--- config.mk ---
export PLATFORM = sky130hd
export DESIGN_NAME = seg7_scan_ctrl
export DESIGN_NICKNAME = d
export VERILOG_FILES = /design/src/rtl/seg7_pkg.sv /design/src/rtl/seg7_hex_decode.sv /design/src/rtl/seg7_scan_ctrl.sv
export SDC_FILE = /design/constraint.sdc
export NUM_CORES = 1
export LEC_CHECK = 0
export CAP_MARGIN = 10
export CORE_MARGIN = 1
export CORE_UTILIZATION = 25
export DETAILED_ROUTE_END_ITERATION = 8
export PLACE_DENSITY = 0.54
export SYNTH_ARGS = -nofsm -noshare
export SYNTH_HDL_FRONTEND = slang
export SYNTH_SLANG_ARGS = --single-unit
--- constraint.sdc ---
create_clock -name clk -period 2.1 [get_ports clk]
set_input_delay 0.21 -clock clk [delete_from_list [all_inputs] [get_ports clk]]
set_output_delay 0.21 -clock clk [all_outputs]
set_load 0.1 [all_outputs]
--- src/rtl/seg7_pkg.sv ---
// Shared types and constants for the seven-segment display blocks.
// Cathode patterns are active low with bit 7 = dp, bits 6:0 = g..a.
package seg7_pkg;

    localparam int unsigned NUM_DIGITS = 4;
    localparam int unsigned NIB_W      = 4;
    localparam int unsigned DIG_W      = NUM_DIGITS * NIB_W;
    localparam int unsigned SEG_W      = 8;

    localparam logic [SEG_W-1:0] SEG_0 = 8'hC0;
    localparam logic [SEG_W-1:0] SEG_1 = 8'hF9;
    localparam logic [SEG_W-1:0] SEG_2 = 8'hA4;
    localparam logic [SEG_W-1:0] SEG_3 = 8'hB0;
    localparam logic [SEG_W-1:0] SEG_4 = 8'h99;
    localparam logic [SEG_W-1:0] SEG_5 = 8'h92;
    localparam logic [SEG_W-1:0] SEG_6 = 8'h82;
    localparam logic [SEG_W-1:0] SEG_7 = 8'hF8;
    localparam logic [SEG_W-1:0] SEG_8 = 8'h80;
    localparam logic [SEG_W-1:0] SEG_9 = 8'h90;
    localparam logic [SEG_W-1:0] SEG_A = 8'h88;
    localparam logic [SEG_W-1:0] SEG_B = 8'h83;
    localparam logic [SEG_W-1:0] SEG_C = 8'hA7;
    localparam logic [SEG_W-1:0] SEG_D = 8'hA1;
    localparam logic [SEG_W-1:0] SEG_E = 8'h86;
    localparam logic [SEG_W-1:0] SEG_F = 8'h8E;

    localparam logic [SEG_W-1:0]      SEG_OFF = 8'hFF;
    localparam logic [NUM_DIGITS-1:0] AN_OFF  = 4'hF;

    typedef logic [1:0] scan_idx_t;

    typedef enum logic {
        IDLE = 1'b0,
        PEND = 1'b1
    } hs_state_e;

    // Display image as held in the pending and active buffers.
    typedef struct packed {
        logic [DIG_W-1:0]      digits;
        logic [NUM_DIGITS-1:0] blank;
        logic [NUM_DIGITS-1:0] dp;
    } image_t;

    localparam image_t IMG_RESET = '{digits: '0, blank: 4'hF, dp: '0};

endpackage

--- src/rtl/seg7_hex_decode.sv ---
// Combinational hex nibble + decimal point to active-low cathode pattern.
module seg7_hex_decode
    import seg7_pkg::*;
(
    input  logic [NIB_W-1:0] nib,
    input  logic             dp,
    output logic [SEG_W-1:0] seg_c
);

    logic [6:0] pat;

    always_comb begin
        pat = SEG_OFF[6:0];
        case (nib)
            4'h0: pat = SEG_0[6:0];
            4'h1: pat = SEG_1[6:0];
            4'h2: pat = SEG_2[6:0];
            4'h3: pat = SEG_3[6:0];
            4'h4: pat = SEG_4[6:0];
            4'h5: pat = SEG_5[6:0];
            4'h6: pat = SEG_6[6:0];
            4'h7: pat = SEG_7[6:0];
            4'h8: pat = SEG_8[6:0];
            4'h9: pat = SEG_9[6:0];
            4'hA: pat = SEG_A[6:0];
            4'hB: pat = SEG_B[6:0];
            4'hC: pat = SEG_C[6:0];
            4'hD: pat = SEG_D[6:0];
            4'hE: pat = SEG_E[6:0];
            4'hF: pat = SEG_F[6:0];
            default: pat = SEG_OFF[6:0];
        endcase
        seg_c = {~dp, pat};
    end

endmodule

--- src/rtl/seg7_scan_ctrl.sv ---
// Four-digit seven-segment scan controller with dead time and frame-aligned
// double-buffered updates. Define SEG7_BLINK_EN to add per-digit blinking.
module seg7_scan_ctrl
    import seg7_pkg::*;
#(
    parameter int unsigned SCAN_DIV  = 100000,
    parameter int unsigned DEAD_CYC  = 2,
    parameter int unsigned BLINK_DIV = 25000000
) (
    input  logic                  clk,
    input  logic                  rst,
    input  logic                  load_valid,
    output logic                  load_ready,
    input  logic [DIG_W-1:0]      digits_in,
    input  logic [NUM_DIGITS-1:0] blank_in,
    input  logic [NUM_DIGITS-1:0] dp_in,
`ifdef SEG7_BLINK_EN
    input  logic [NUM_DIGITS-1:0] blink_in,
`endif
    output logic [NUM_DIGITS-1:0] an,
    output logic [SEG_W-1:0]      seg,
    output logic                  update_done
);

    localparam int unsigned CNT_W = (SCAN_DIV > 1) ? $clog2(SCAN_DIV) : 1;

    // Reject configurations where the dead time would swallow the whole slot.
    if ((SCAN_DIV < DEAD_CYC + 2) || (BLINK_DIV == 0)) begin : g_param_check
        $error("seg7_scan_ctrl: need SCAN_DIV >= DEAD_CYC+2 and BLINK_DIV > 0");
    end

    logic [CNT_W-1:0]      cnt;
    scan_idx_t             slot;
    logic                  term_c;
    logic                  frame_end_c;

    hs_state_e             state;
    hs_state_e             state_next;
    logic                  accept_c;
    logic                  commit_c;

    image_t                in_img;
    image_t                pend_img;
    image_t                act_img;
    logic [NUM_DIGITS-1:0] eff_blank;

    logic [NIB_W-1:0]      nib_c;
    logic                  dp_c;
    logic                  dark_c;
    logic [SEG_W-1:0]      dec_seg_c;
    logic [NUM_DIGITS-1:0] an_next;
    logic [SEG_W-1:0]      seg_next;

    assign term_c      = (cnt == CNT_W'(SCAN_DIV - 1));
    assign frame_end_c = term_c && (slot == scan_idx_t'(3));

    // Slot prescaler and digit index.
    always_ff @(posedge clk) begin
        if (rst) begin
            cnt  <= '0;
            slot <= '0;
        end else if (term_c) begin
            cnt  <= '0;
            slot <= slot + scan_idx_t'(1);
        end else begin
            cnt  <= cnt + CNT_W'(1);
        end
    end

    // Handshake state register.
    always_ff @(posedge clk) begin
        if (rst) begin
            state <= IDLE;
        end else begin
            state <= state_next;
        end
    end

    // Accept in IDLE; commit the pending image only on the last cycle of a frame.
    always_comb begin
        state_next = state;
        accept_c   = 1'b0;
        commit_c   = 1'b0;
        case (state)
            IDLE: begin
                if (load_valid) begin
                    accept_c   = 1'b1;
                    state_next = PEND;
                end
            end
            PEND: begin
                if (frame_end_c) begin
                    commit_c   = 1'b1;
                    state_next = IDLE;
                end
            end
            default: state_next = IDLE;
        endcase
    end

    always_ff @(posedge clk) begin
        if (rst) begin
            load_ready  <= 1'b1;
            update_done <= 1'b0;
        end else begin
            load_ready  <= (state_next == IDLE);
            update_done <= commit_c;
        end
    end

    always_comb begin
        in_img        = IMG_RESET;
        in_img.digits = digits_in;
        in_img.blank  = blank_in;
        in_img.dp     = dp_in;
    end

    // Pending and active image buffers.
    always_ff @(posedge clk) begin
        if (rst) begin
            pend_img <= IMG_RESET;
            act_img  <= IMG_RESET;
        end else begin
            if (accept_c) begin
                pend_img <= in_img;
            end
            if (commit_c) begin
                act_img <= pend_img;
            end
        end
    end

`ifdef SEG7_BLINK_EN
    localparam int unsigned BLK_W = (BLINK_DIV > 1) ? $clog2(BLINK_DIV) : 1;

    logic [BLK_W-1:0]      blink_cnt;
    logic                  blink_phase;
    logic [NUM_DIGITS-1:0] pend_blink;
    logic [NUM_DIGITS-1:0] act_blink;

    always_ff @(posedge clk) begin
        if (rst) begin
            blink_cnt   <= '0;
            blink_phase <= 1'b0;
        end else if (blink_cnt == BLK_W'(BLINK_DIV - 1)) begin
            blink_cnt   <= '0;
            blink_phase <= ~blink_phase;
        end else begin
            blink_cnt   <= blink_cnt + BLK_W'(1);
        end
    end

    // Blink mask travels through the same double buffer as the image.
    always_ff @(posedge clk) begin
        if (rst) begin
            pend_blink <= '0;
            act_blink  <= '0;
        end else begin
            if (accept_c) begin
                pend_blink <= blink_in;
            end
            if (commit_c) begin
                act_blink <= pend_blink;
            end
        end
    end

    assign eff_blank = act_img.blank | (blink_phase ? act_blink : '0);
`else
    assign eff_blank = act_img.blank;
`endif

    always_comb begin
        nib_c  = act_img.digits[{slot, 2'b00} +: NIB_W];
        dp_c   = act_img.dp[slot];
        dark_c = (cnt < CNT_W'(DEAD_CYC)) || eff_blank[slot];
    end

    seg7_hex_decode u_hex_decode (
        .nib   (nib_c),
        .dp    (dp_c),
        .seg_c (dec_seg_c)
    );

    always_comb begin
        an_next  = AN_OFF;
        seg_next = SEG_OFF;
        if (!dark_c) begin
            an_next  = ~(NUM_DIGITS'(1) << slot);
            seg_next = dec_seg_c;
        end
    end

    // Pin drivers: one cycle behind the prescaler/index that selects them.
    always_ff @(posedge clk) begin
        if (rst) begin
            an  <= AN_OFF;
            seg <= SEG_OFF;
        end else begin
            an  <= an_next;
            seg <= seg_next;
        end
    end

endmodule

After elaboration in Yosys (flattened, before gate mapping)
Memory sizes are Yosys's and may differ from the RTL's. A register that Yosys moved wholly into a read port is not among the register bits.
Cells that the tools add are included.
{"block": "classes", "addsub": 2, "magnitude_cmp": 2, "n_eq_ne": 2, "shift": 2, "n_mux": 10, "n_bitwise": 4, "n_reduce_logical": 4}
{"cell": "adder 17 x 1 -> 17 bit, second input constant", "n": 1}
{"cell": "== test 17 bit, second input constant", "n": 1}
{"cell": "< comparator 17 x 2 -> 1 bit, second input constant", "n": 1}
{"cell": "indexed part select 16 x 5 -> 4 bit", "n": 1}
{"cell": "two-way mux 1 bit", "n": 7}
{"cell": "binary-select mux 1 bit (select 2 bit)", "n": 2}
{"cell": "NOT 4 bit", "n": 1}
{"cell": "OR reduction 2 bit", "n": 2}
{"cell": "left shift 1 x 2 -> 4 bit, first input constant", "n": 1}
{"cell": "< comparator 2 x 3 -> 1 bit, second input constant", "n": 1}
{"cell": "NOT 1 bit", "n": 3}
{"cell": "adder 2 x 1 -> 2 bit, second input constant", "n": 1}
{"cell": "== test 2 bit, second input constant", "n": 1}
{"cell": "one-hot mux 1 bit (2 select lines)", "n": 1}
{"cell": "logical AND 1 bit", "n": 1}
{"cell": "logical OR 1 bit", "n": 1}
{"block": "totals", "ff_bits": 82, "rom_bits": 112, "out_inout_bits": 14, "wordCells": 40, "n_memories": 1}
{"name": "(name not given)", "depth": 16, "width": 7, "rd": 1, "rd_ports_with_merged_regs": 1, "wr": 0, "line": "seg7_hex_decode.sv:14", "text": "case (nib)"}

Longest topological paths before layout
{"block": "logic_depth", "word_depth": 5, "mapped_depth": 8, "depth_no_buf": 7}

By module
From an unflattened synthesis, not the netlist that was laid out.
{"block": "hier_totals", "cells_unflattened": 345, "area_unflattened_um2": 3360.7}
{"mod": "seg7_scan_ctrl", "n_inst": 1, "cells_each": 315, "area_each_um2": 3124.2, "seq_area_each_um2": 1641.6}
{"mod": "seg7_hex_decode", "n_inst": 1, "cells_each": 30, "area_each_um2": 236.5, "seq_area_each_um2": 0.0}

Worst setup path after synthesis
No wires, ideal clock.
{"block": "synth_path", "path_type": "reg-to-reg", "from": "reg cnt[12]", "to": "reg act_img, in the netlist eff_blank[0]", "setup_time_ns": 0.117, "t_arrival_ns": 2.003, "slack_ns": -0.020, "stages_incl_launch_ff": 5, "n_path_buf": 0, "cell_sequence": "dfxtp_1 > or4_1 > or4_4 > or4_4 > o22a_1"}
{"block": "synth_via", "elab_chain_cells": 4}
{"item": "start: declaration", "line": "seg7_scan_ctrl.sv:32", "text": "logic [CNT_W-1:0] cnt;"}
{"item": "start signal: assignment", "line": "seg7_scan_ctrl.sv:66", "text": "cnt <= cnt + CNT_W'(1);"}
{"item": "== test 17 bit", "line": "seg7_scan_ctrl.sv:54", "text": "assign term_c = (cnt == CNT_W'(SCAN_DIV - 1));"}
{"item": "logical AND 1 bit", "line": "seg7_scan_ctrl.sv:55", "text": "assign frame_end_c = term_c && (slot == scan_idx_t'(3));"}
{"item": "two-way mux 1 bit", "line": "seg7_scan_ctrl.sv:92", "text": "if (frame_end_c) begin"}
{"item": "two-way mux 1 bit", "line": "seg7_scan_ctrl.sv:84", "text": "case (state)"}
{"item": "end signal: assignment", "line": "seg7_scan_ctrl.sv:128", "text": "act_img <= pend_img;"}
{"item": "end: declaration", "line": "seg7_scan_ctrl.sv:44", "text": "image_t act_img;"}
Every way passes these cells.
A chain may end at the register's enable or synchronous reset.

Final worst setup path
{"block": "layout_path", "from": "reg cnt[12]", "to": "reg act_img, in the netlist eff_blank[3]"}
The elaborated chain is that of the path after synthesis.

==> impl_metrics.toml <==
[run_status]
status = "completed"

[yosys]
yosys_warnings = 0
syn_area_um2 = 3250
synthesis.nets = 374
synth_edf_count = 0
synthArstFlopShare = 0
yosys_most_used_dff = "dfxtp_1"
synth_cells = 336
synth_area_leader_cell = "dfxtp_1"
synth_cell_types = 36
syn_area_per_cell_um2 = 9.66
synthTopCellsByCount = "dfxtp_1, nand2_1, a21oi_1"
synth-seq-cells = 82
yosysSeqAreaShare = 0.506
yosysMostFrequentCell = "dfxtp_1"
yosys-top-cells-area = "dfxtp_1, nand2_1, a22o_1, mux4_2, ha_1"
synth_top_area_share = 0.506

[route]
num_vias = 2568
drc = 0
drtIter0Drc = 111
drt_wl_total_mm = 7.10
wl_per_cell_um = 12.3
dr.pass1.iters = 4
ant_nets = 0
via_per_inst = 4.44

[layout]
final_util = 0.345
diodes = 0
layout.nets = 439
syn_to_final_growth_pct = 33.9
drive_above_1_share = 0.204

[critical_path]
reg2reg_depth = 4
worstSetupEndpointType = "register"
start_kind = "register"
crit_arrival_ns = 2.30
cp_max_fo = 4
crit_type = "register to register"
cp.required_ns = 2.33

[place]
post-place-ws_ns = -0.0490
place_hpwl_mm = 5.26
gp_congestion = 0.816
portBuffers = 40

[sta]
period_needed_ns = 2.08
fin_skew_ns = 0.00648
fmax_ghz = 0.482
setup-violations-final = 0
setup_ws_ns = 0.0244
rsz0062_at_grt = "true"
worst_pin_slew_ns = 0.359
final-hold-violation-count = 0
period_share = 0.988
relSlewSlack = 0.757
drv_slew = 0

[power]
power_density_nw_per_um2 = 778
ir_worst_vdd_v = 0.000376
p_leak_nw = 1.61

[floorplan]
io_pins = 41
die_h_um = 116
die_w_um = 116
rows = 41
start_util = 0.257
fp.dieArea_um2 = 13400
design.core.area_um2 = 12600

[global_route]
grt_max_degree = 25
first_global_vias = 2420
antenna_found_initial = 0
grt_use_met1 = 0.158
grt_pass1_wl_mm = 11.7
grt_util_met3 = 0.0267
grtUsageTotal = 0.115
overflow = 0
met2_usage = 0.165
busiest_layer = "met2"

[clock_network]
cts_tree = "yes"
htree_levels = 3
clock-sinks = 82
clk_pin_slew_ns = 0.07
cts_buffers = 9
clock_latency_ns = 0.34
root_buffer = "clkbuf_16"
clockBufferDepth = 2

[job]
maxCapViolCount = 0

[worst_hold_path]
hp-class = "primary input to register"
whs_path_depth = 3
==> worst max-delay path, stage by stage, from the launching register on <==
cell     delay (ns)
dfxtp_2        0.31
or4_4          0.52
or4_4          0.46
or4_4          0.47
o22a_1         0.20
==> cells by family after synthesis <==
kind of cell,Yosys count,share of synthesized area
muxes,11,0.0617
AOI/OAI and AO/OA,65,0.137
and+or+nand+nor,128,0.187
buffers and inverters,26,0.0312
DFF,82,0.506
xor gates and xnor gates,13,0.0351
adders and majority gates,11,0.0424
==> power breakdown <==
group | total [mW] | internal (mW) | switching [mW]
registers | 1.61 | 1.59 | 0.0235
clock network | 1.59 | 0.933 | 0.657
logic | 0.179 | 0.0894 | 0.0899
==> per-layer routing <==
| layer | vias to the layer above | share of wire |
|---|---|---|
| met5 | - | 0 |
| met4 | 0 | 0.020 |
| met3 | 7 | 0.046 |
| met2 | 54 | 0.42 |
| met1 | 1185 | 0.52 |
| li1 | 1322 | - |
==> layout by cell type, fill, tap and decap left out, types with 3 or more instances in the layout <==
| cell | synthesis | layout |
|---|---|---|
| xor2_1 | 7 | 7 |
| nand3b_1 | 4 | 4 |
| inv_1 | 6 | 6 |
| buf_4 | 0 | 46 |
| clkdlybuf4s50_1 | 0 | 26 |
| xnor2_1 | 6 | 6 |
| o211ai_1 | 3 | 3 |
| clkbuf_16 | 0 | 9 |
| nor2_1 | 20 | 20 |
| a21oi_1 | 25 | 25 |
| nand4_1 | 5 | 5 |
| ha_1 | 11 | 11 |
| a22o_1 | 20 | 20 |
| o21ai_0 | 7 | 7 |
| nand2_1 | 63 | 63 |
| nor3_1 | 6 | 5 |
| mux4_2 | 7 | 7 |
| nand3_1 | 11 | 11 |
| dfxtp_1 | 82 | 80 |
| o22a_1 | 4 | 4 |
| or4_4 | 2 | 4 |
| and4_1 | 3 | 3 |
==> worst paths after layout <==
| path | slack [ns] | to | startpoint |
|---|---|---|---|
| setup / recovery | 0.02 | eff_blank[3] | cnt[12] |
| setup reg to reg | 0.02 | eff_blank[3] | cnt[12] |
| hold / removal | 0.41 | pend_img[2] | dp_in[2] |
| hold reg to reg | 0.45 | pend_img[19] | pend_img[19] |
==> flip-flops by register name, indices dropped and copies added, names as in the netlist <==
name	flops
act_img	20
an	4
pend_img	24
eff_blank	4
load_ready	1
state	1
seg	8
cnt	17
update_done	1
slot	2
==> metrics by stage <==
| step | cell area, um2 | power [mW] | hold slack, ns | cells | TNS (ns) |
|---|---|---|---|---|---|
| final | 4350 | 3.38 | 0.414 | 578 | 0 |
| after global routing | 4350 | 3.52 | 0.418 | 578 | -0.293 |
| after CTS | 4310 | 3.43 | 0.403 | 576 | 0 |
| after detailed placement | 4010 | 1.83 | 0.448 | 560 | -0.160 |
| after global placement | 4010 | 1.83 | 0.453 | 560 | -0.103 |
| after floorplan | 3250 | 1.73 | 0.326 | 336 | -0.0236 |
==> area by class of cell <==
cell class,count,area (um2)
Multi-Input combinational cell,228,1530
Timing Repair Buffer,74,637
Clock buffer,9,225
Fill cell,1314,8270
Tap cell,172,215
Inverter,6,22.5
Sequential cell,82,1640
Clock inverter,7,76.3
==> repair_timing <==
item / 4_1_cts / 5_1_grt
buffers inserted: 0 / 2
hold buffers: 0 / 0
resized for setup: 0 / 5
pin swaps: 1 / 2
setup endpoints to repair: 4 / 27
gates cloned: 0 / 0
No activity file was read; power rests on OpenSTA's default activity.
